`src/rtl/hs_word_serializer.sv`:
```
// Clocked source for the async latch pipeline: takes words on valid/ready and
// sends them LSB-first as 2-phase bundled-data bits (req/ack/dat).
module hs_word_serializer #(
  parameter int   WIDTH       = 8,
  parameter int   SYNC_STAGES = 2,
  parameter logic REQ_INIT    = 1'b0,
  parameter int   TIMEOUT     = 1024
) (
  input  logic             clk,
  input  logic             rst,
  input  logic             in_valid,
  output logic             in_ready,
  input  logic [WIDTH-1:0] in_data,
  output logic             req_o,
  input  logic             ack_i,
  output logic             dat_o,
  output logic             busy,
  output logic             stall_o,
  output logic             proto_err,
  output logic [15:0]      word_cnt
);

  localparam int   BW             = $clog2(WIDTH + 1);
  localparam int   CW             = (TIMEOUT < 2) ? 1 : $clog2(TIMEOUT + 1);
  localparam logic STALL_AT_ENTRY = (TIMEOUT == 1);

  typedef enum logic [1:0] {
    S_IDLE  = 2'd0,
    S_SETUP = 2'd1,
    S_WAIT  = 2'd2
  } state_t;

  state_t                 r_state;
  logic [SYNC_STAGES-1:0] r_sync;
  logic                   r_req;
  logic                   r_dat;
  logic                   r_in_ready;
  logic                   r_busy;
  logic                   r_stall;
  logic                   r_proto_err;
  logic [15:0]            r_word_cnt;
  logic [WIDTH-1:0]       r_shreg;
  logic [BW-1:0]          r_bits;
  logic [CW-1:0]          r_wait_cnt;

  logic                   w_ack_s;
  logic                   w_pending;
  logic                   w_accept;
  logic                   w_last_bit;
  logic                   w_stall_due;
  logic [WIDTH-1:0]       w_shifted;
  logic [CW-1:0]          w_wait_next;
  logic [15:0]            w_word_cnt_next;

  // Handshake status, shift data, saturating wait count and word counter next value
  always_comb begin
    w_ack_s    = r_sync[SYNC_STAGES-1];
    w_pending  = w_ack_s ^ r_req;
    w_accept   = in_valid & r_in_ready & ~w_pending & ~r_proto_err;
    w_shifted  = r_shreg >> 1;
    w_last_bit = (r_bits == BW'(1));
    if (r_wait_cnt == CW'(TIMEOUT)) begin
      w_wait_next = r_wait_cnt;
    end else begin
      w_wait_next = r_wait_cnt + CW'(1);
    end
    // Registered stall: raise it one cycle early so it is visible in WAIT cycle TIMEOUT
    w_stall_due = (TIMEOUT != 0) && ((32'(r_wait_cnt) + 32'd2) >= 32'(TIMEOUT));
    if ((r_state == S_WAIT) && !w_pending && w_last_bit) begin
      w_word_cnt_next = r_word_cnt + 16'd1;
    end else begin
      w_word_cnt_next = r_word_cnt;
    end
  end

  // Ack synchronizer chain, reset to the idle phase of the channel
  always_ff @(posedge clk) begin
    if (rst) begin
      r_sync <= {SYNC_STAGES{REQ_INIT}};
    end else begin
      r_sync <= {r_sync[SYNC_STAGES-2:0], ack_i};
    end
  end

  // Sender FSM with all outputs registered
  always_ff @(posedge clk) begin
    if (rst) begin
      r_state     <= S_IDLE;
      r_req       <= REQ_INIT;
      r_dat       <= 1'b0;
      r_in_ready  <= 1'b0;
      r_busy      <= 1'b0;
      r_stall     <= 1'b0;
      r_proto_err <= 1'b0;
      r_word_cnt  <= 16'd0;
      r_shreg     <= {WIDTH{1'b0}};
      r_bits      <= {BW{1'b0}};
      r_wait_cnt  <= {CW{1'b0}};
    end else begin
      r_word_cnt <= w_word_cnt_next;
      case (r_state)
        S_IDLE: begin
          if (w_pending) begin
            // An ack edge with nothing outstanding: freeze until reset
            r_proto_err <= 1'b1;
            r_in_ready  <= 1'b0;
          end else if (w_accept) begin
            r_shreg    <= in_data;
            r_bits     <= BW'(WIDTH);
            r_dat      <= in_data[0];
            r_in_ready <= 1'b0;
            r_busy     <= 1'b1;
            r_state    <= S_SETUP;
          end else begin
            r_in_ready <= ~r_proto_err;
          end
        end
        S_SETUP: begin
          r_req      <= ~r_req;
          r_wait_cnt <= {CW{1'b0}};
          r_stall    <= STALL_AT_ENTRY;
          r_state    <= S_WAIT;
        end
        S_WAIT: begin
          if (!w_pending) begin
            r_shreg    <= w_shifted;
            r_bits     <= r_bits - BW'(1);
            r_stall    <= 1'b0;
            r_wait_cnt <= {CW{1'b0}};
            if (w_last_bit) begin
              r_busy     <= 1'b0;
              r_in_ready <= 1'b1;
              r_state    <= S_IDLE;
            end else begin
              r_dat   <= w_shifted[0];
              r_state <= S_SETUP;
            end
          end else begin
            r_wait_cnt <= w_wait_next;
            r_stall    <= r_stall | w_stall_due;
          end
        end
        default: begin
          r_busy     <= 1'b0;
          r_in_ready <= 1'b0;
          r_state    <= S_IDLE;
        end
      endcase
    end
  end

  assign in_ready  = r_in_ready;
  assign req_o     = r_req;
  assign dat_o     = r_dat;
  assign busy      = r_busy;
  assign stall_o   = r_stall;
  assign proto_err = r_proto_err;
  assign word_cnt  = r_word_cnt;

endmodule

```
`config.mk`:
```
export PLATFORM = sky130hd
export DESIGN_NAME = hs_word_serializer
export DESIGN_NICKNAME = d
export VERILOG_FILES = /design/src/rtl/hs_word_serializer.sv
export SDC_FILE = /design/constraint.sdc
export NUM_CORES = 1
export LEC_CHECK = 0
export CAP_MARGIN = 20
export CORE_ASPECT_RATIO = 0.9
export CORE_MARGIN = 2
export CORE_UTILIZATION = 58
export CTS_CLUSTER_DIAMETER = 40
export CTS_CLUSTER_SIZE = 20
export DETAILED_ROUTE_END_ITERATION = 8
export PLACE_DENSITY_LB_ADDON = 0.05
export SYNTH_ARGS = -nofsm -noshare
export SYNTH_HDL_FRONTEND = slang
export SYNTH_SLANG_ARGS = --single-unit
```
`constraint.sdc`:
```
create_clock -name clk -period 3.7 [get_ports clk]
set_input_delay 1.11 -clock clk [delete_from_list [all_inputs] [get_ports clk]]
set_output_delay 1.11 -clock clk [all_outputs]
set_load 0.03 [all_outputs]
```
==> results.sh <==
export IMPL_status="complete, no violations"
export IMPL_synth_flop_cell="dfxtp_1"
export IMPL_synth_cell_types=46
export IMPL_utilization=0.7067
export IMPL_cts_setup_buffers=0
export IMPL_slew_viol_final=0
export IMPL_initial_core_util=0.6020
export IMPL_wl_met2_microns=2281
export IMPL_drtIter0Drc=135
export IMPL_synth_cells=275
export IMPL_worstPathRequired_ns=2.59
export IMPL_drc=0
export IMPL_place_hpwl_microns=3487
export IMPL_ctsRootBufferMaster="clkbuf_8"
export IMPL_ys_ff_latch=48
export IMPL_cts_tree="built"
export IMPL_topRoutingLayerUsed="met4"
export IMPL_synth_nets=298
export IMPL_relSlewSlack=0.5086
export IMPL_syn_area_per_cell_sq_um=8.918
export IMPL_async_flop_share=0
export IMPL_track_usage=0.2293
export IMPL_cp_cell_sequence="clkdlybuf4s50_1"
export IMPL_fin_hold_ws_ns=0.4609
export IMPL_synth_warnings=0
export IMPL_hp_class="flip-flop to flip-flop"
export IMPL_synth_common_cells="dfxtp_1 (48), a21oi_1 (25), nor2_1 (19), clkbuf_1 (13), nand2_1 (12)"
export IMPL_dpl_cell_area_sq_um=2789
export IMPL_cp_max_fo=8
export IMPL_drt_pass1_iter_count=4
export IMPL_antenna_cells=0
export IMPL_ys_top_cells_by_area="dfxtp_1 (39%), ha_1 (5.6%), a21oi_1 (5.1%)"
export IMPL_p_per_area_nw_per_um2=467.8
export IMPL_path_class="flip-flop to output pin"
export IMPL_clk_insertion_delay_late_ns=0.30
export IMPL_grt_pass1_vias=1845
export IMPL_ys_seq_area_frac=0.3918
export IMPL_place_congestion=0.7963
export IMPL_wl_microns=5104
export IMPL_peakVddDrop_mv=0.3132
export IMPL_grt_max_degree=28
export IMPL_cts_htree_levels=2
export IMPL_area_growth_syn_to_layout_pct=17.40
export IMPL_tns_ns=0
export IMPL_p_leak_nw=0.9529
export IMPL_cts_sinks=48
export IMPL_cp_arrival_ns=1.47
export IMPL_antenna_found_initial=0
export IMPL_cp_num_buf_inv=1
export IMPL_wl_met3_microns=227
export IMPL_yosysMostFrequentCell="dfxtp_1"
export IMPL_fin_area_sq_um=2879
export IMPL_synth_area_sq_um=2452
export IMPL_grt_pass1_wl_microns=8597
export IMPL_worst_pin_slew_ns=0.7346
export IMPL_ctsLongestPathBuffers=2
export IMPL_startpoint_type="flip-flop"
export IMPL_layout_drive_gt1_share=0.05648
export IMPL_vias=2094
export IMPL_nets=323
export IMPL_slowest_delay_ns=0.72
export IMPL_grt_overflow_total=0
export IMPL_die_y_microns=65.69
export IMPL_rsz0062_at_grt="no"
export IMPL_max_freq_mhz=388.3
export IMPL_die_x_microns=72.54
export IMPL_vias_per_cell=6.000
export IMPL_period_needed_ns=2.575
export IMPL_pre_cts_ws_ns=1.090
export IMPL_fin_ws_ns=1.125
export IMPL_synth_edf_count=0
export IMPL_synth_top_area_cell="dfxtp_1"
export IMPL_detail_route_antenna_nets=0
export IMPL_cts_buffers=5
export IMPL_timing_final_crit_share=0.6960
export IMPL_die_area_sq_um=4765
export IMPL_io_pins=34
export IMPL_avgRoutedWirePerCell_microns=14.62
export IMPL_io_buffers=33
export IMPL_cts_clk_slew_worst_paths_ns=0.09
export IMPL_cts_repair_resized=0
export IMPL_wl_met1_microns=2565
export IMPL_end_kind="output pin"
export IMPL_core_sq_um=4074
export IMPL_cp_top_family="buffers and inverters"
export IMPL_cap_violations=0
export IMPL_hold_violations=0
export IMPL_post_synth_top_area_fraction=0.3918
export IMPL_rows=22
export IMPL_setup_viol=0
export IMPL_cp_slowest_cell="clkdlybuf4s50_1"
export IMPL_hold_buffers=0
export IMPL_clock_skew_ns=0.006393
==> worst reg2reg max path: stages, from the launching register on <==
cell	delay (ns)
dfxtp_1	0.43
xor2_1	0.62
nand2_1	0.44
or4_1	0.60
a31oi_1	0.16
==> final cells by class <==
type	instances	area, sq um
Inverter	10	37.54
Fill cell	336	1195
Multi-Input combinational cell	198	1370
Timing Repair Buffer	37	360.3
Tap cell	48	60.06
Sequential cell	48	960.9
Clock buffer	8	90.09
==> flip-flops by register name, summed over array words and instances, names as in the netlist, 2 cells and up <==
signal,flops
r_sync,2
r_state,2
r_bits,4
word_cnt,16
r_wait_cnt,11
r_shreg,7
==> where the power goes <==
group	switching, mW	internal (mW)
registers	0.0433	0.567
clock network	0.169	0.153
logic	0.242	0.173
total	0.455	0.892
==> cells by family after synthesis <==
| logic type | after synthesis | synth area share |
|---|---|---|
| buffers and inverters | 29 | 0.04949 |
| XOR/XNOR | 11 | 0.03928 |
| AO/OA/AOI/OAI | 72 | 0.1929 |
| adder cells (fa/ha/maj) | 11 | 0.05612 |
| AND/OR/NAND/NOR | 93 | 0.2255 |
| multiplexers | 11 | 0.04490 |
| flip-flops | 48 | 0.3918 |
==> routing by layer <==
| metal | global-route usage | up-vias |
|---|---|---|
| met2 | 0.3432 | 48 |
| met5 | 0 | - |
| met1 | 0.3279 | 972 |
| li1 | - | 1071 |
| met4 | 0.07407 | 0 |
| met3 | 0.04755 | 3 |
==> layout by cell type, fill, tap and decap left out, drive strengths merged, types with 2 or more instances in the layout <==
cell type / synthesis / routed
nand3: 11 / 11
nor4b: 2 / 2
mux2i: 11 / 11
and3: 2 / 2
and4: 3 / 3
nor4: 3 / 3
a31oi: 7 / 7
o21ai: 5 / 5
or4: 9 / 9
nor2: 19 / 19
or2: 2 / 2
inv: 10 / 10
o211ai: 2 / 2
a211oi: 10 / 10
buf: 6 / 4
clkdlybuf4s50: 0 / 33
a311oi: 5 / 5
nand2b: 6 / 6
nor3: 2 / 2
xor2: 5 / 5
nor2b: 2 / 2
clkbuf: 13 / 8
nand2: 12 / 12
or3: 3 / 3
a21oi: 25 / 25
and2: 2 / 2
a211o: 2 / 2
nand4b: 2 / 2
nand3b: 2 / 2
o31ai: 9 / 9
xnor2: 6 / 6
ha: 11 / 11
nand4: 7 / 7
dfxtp: 48 / 48
==> through the flow <==
step                      power, mW  std cells
final                         1.347        349
after CTS                     1.353        349
after detailed placement      1.031        341
after global routing          1.431        349
after global placement        1.024        341
after floorplan              0.9218        275
==> worst paths after layout <==
check	to	from	cells past startpoint	slack (ns)
worst min register to register	r_sync[1]	r_sync[0]	1	0.46
worst max-delay path	word_cnt[8]	word_cnt[8]	1	1.12
worst min-delay path	r_sync[1]	r_sync[0]	1	0.46
worst max register to register	r_wait_cnt[9]	req_o	4	1.38
(Power assumes the default switching activity.)
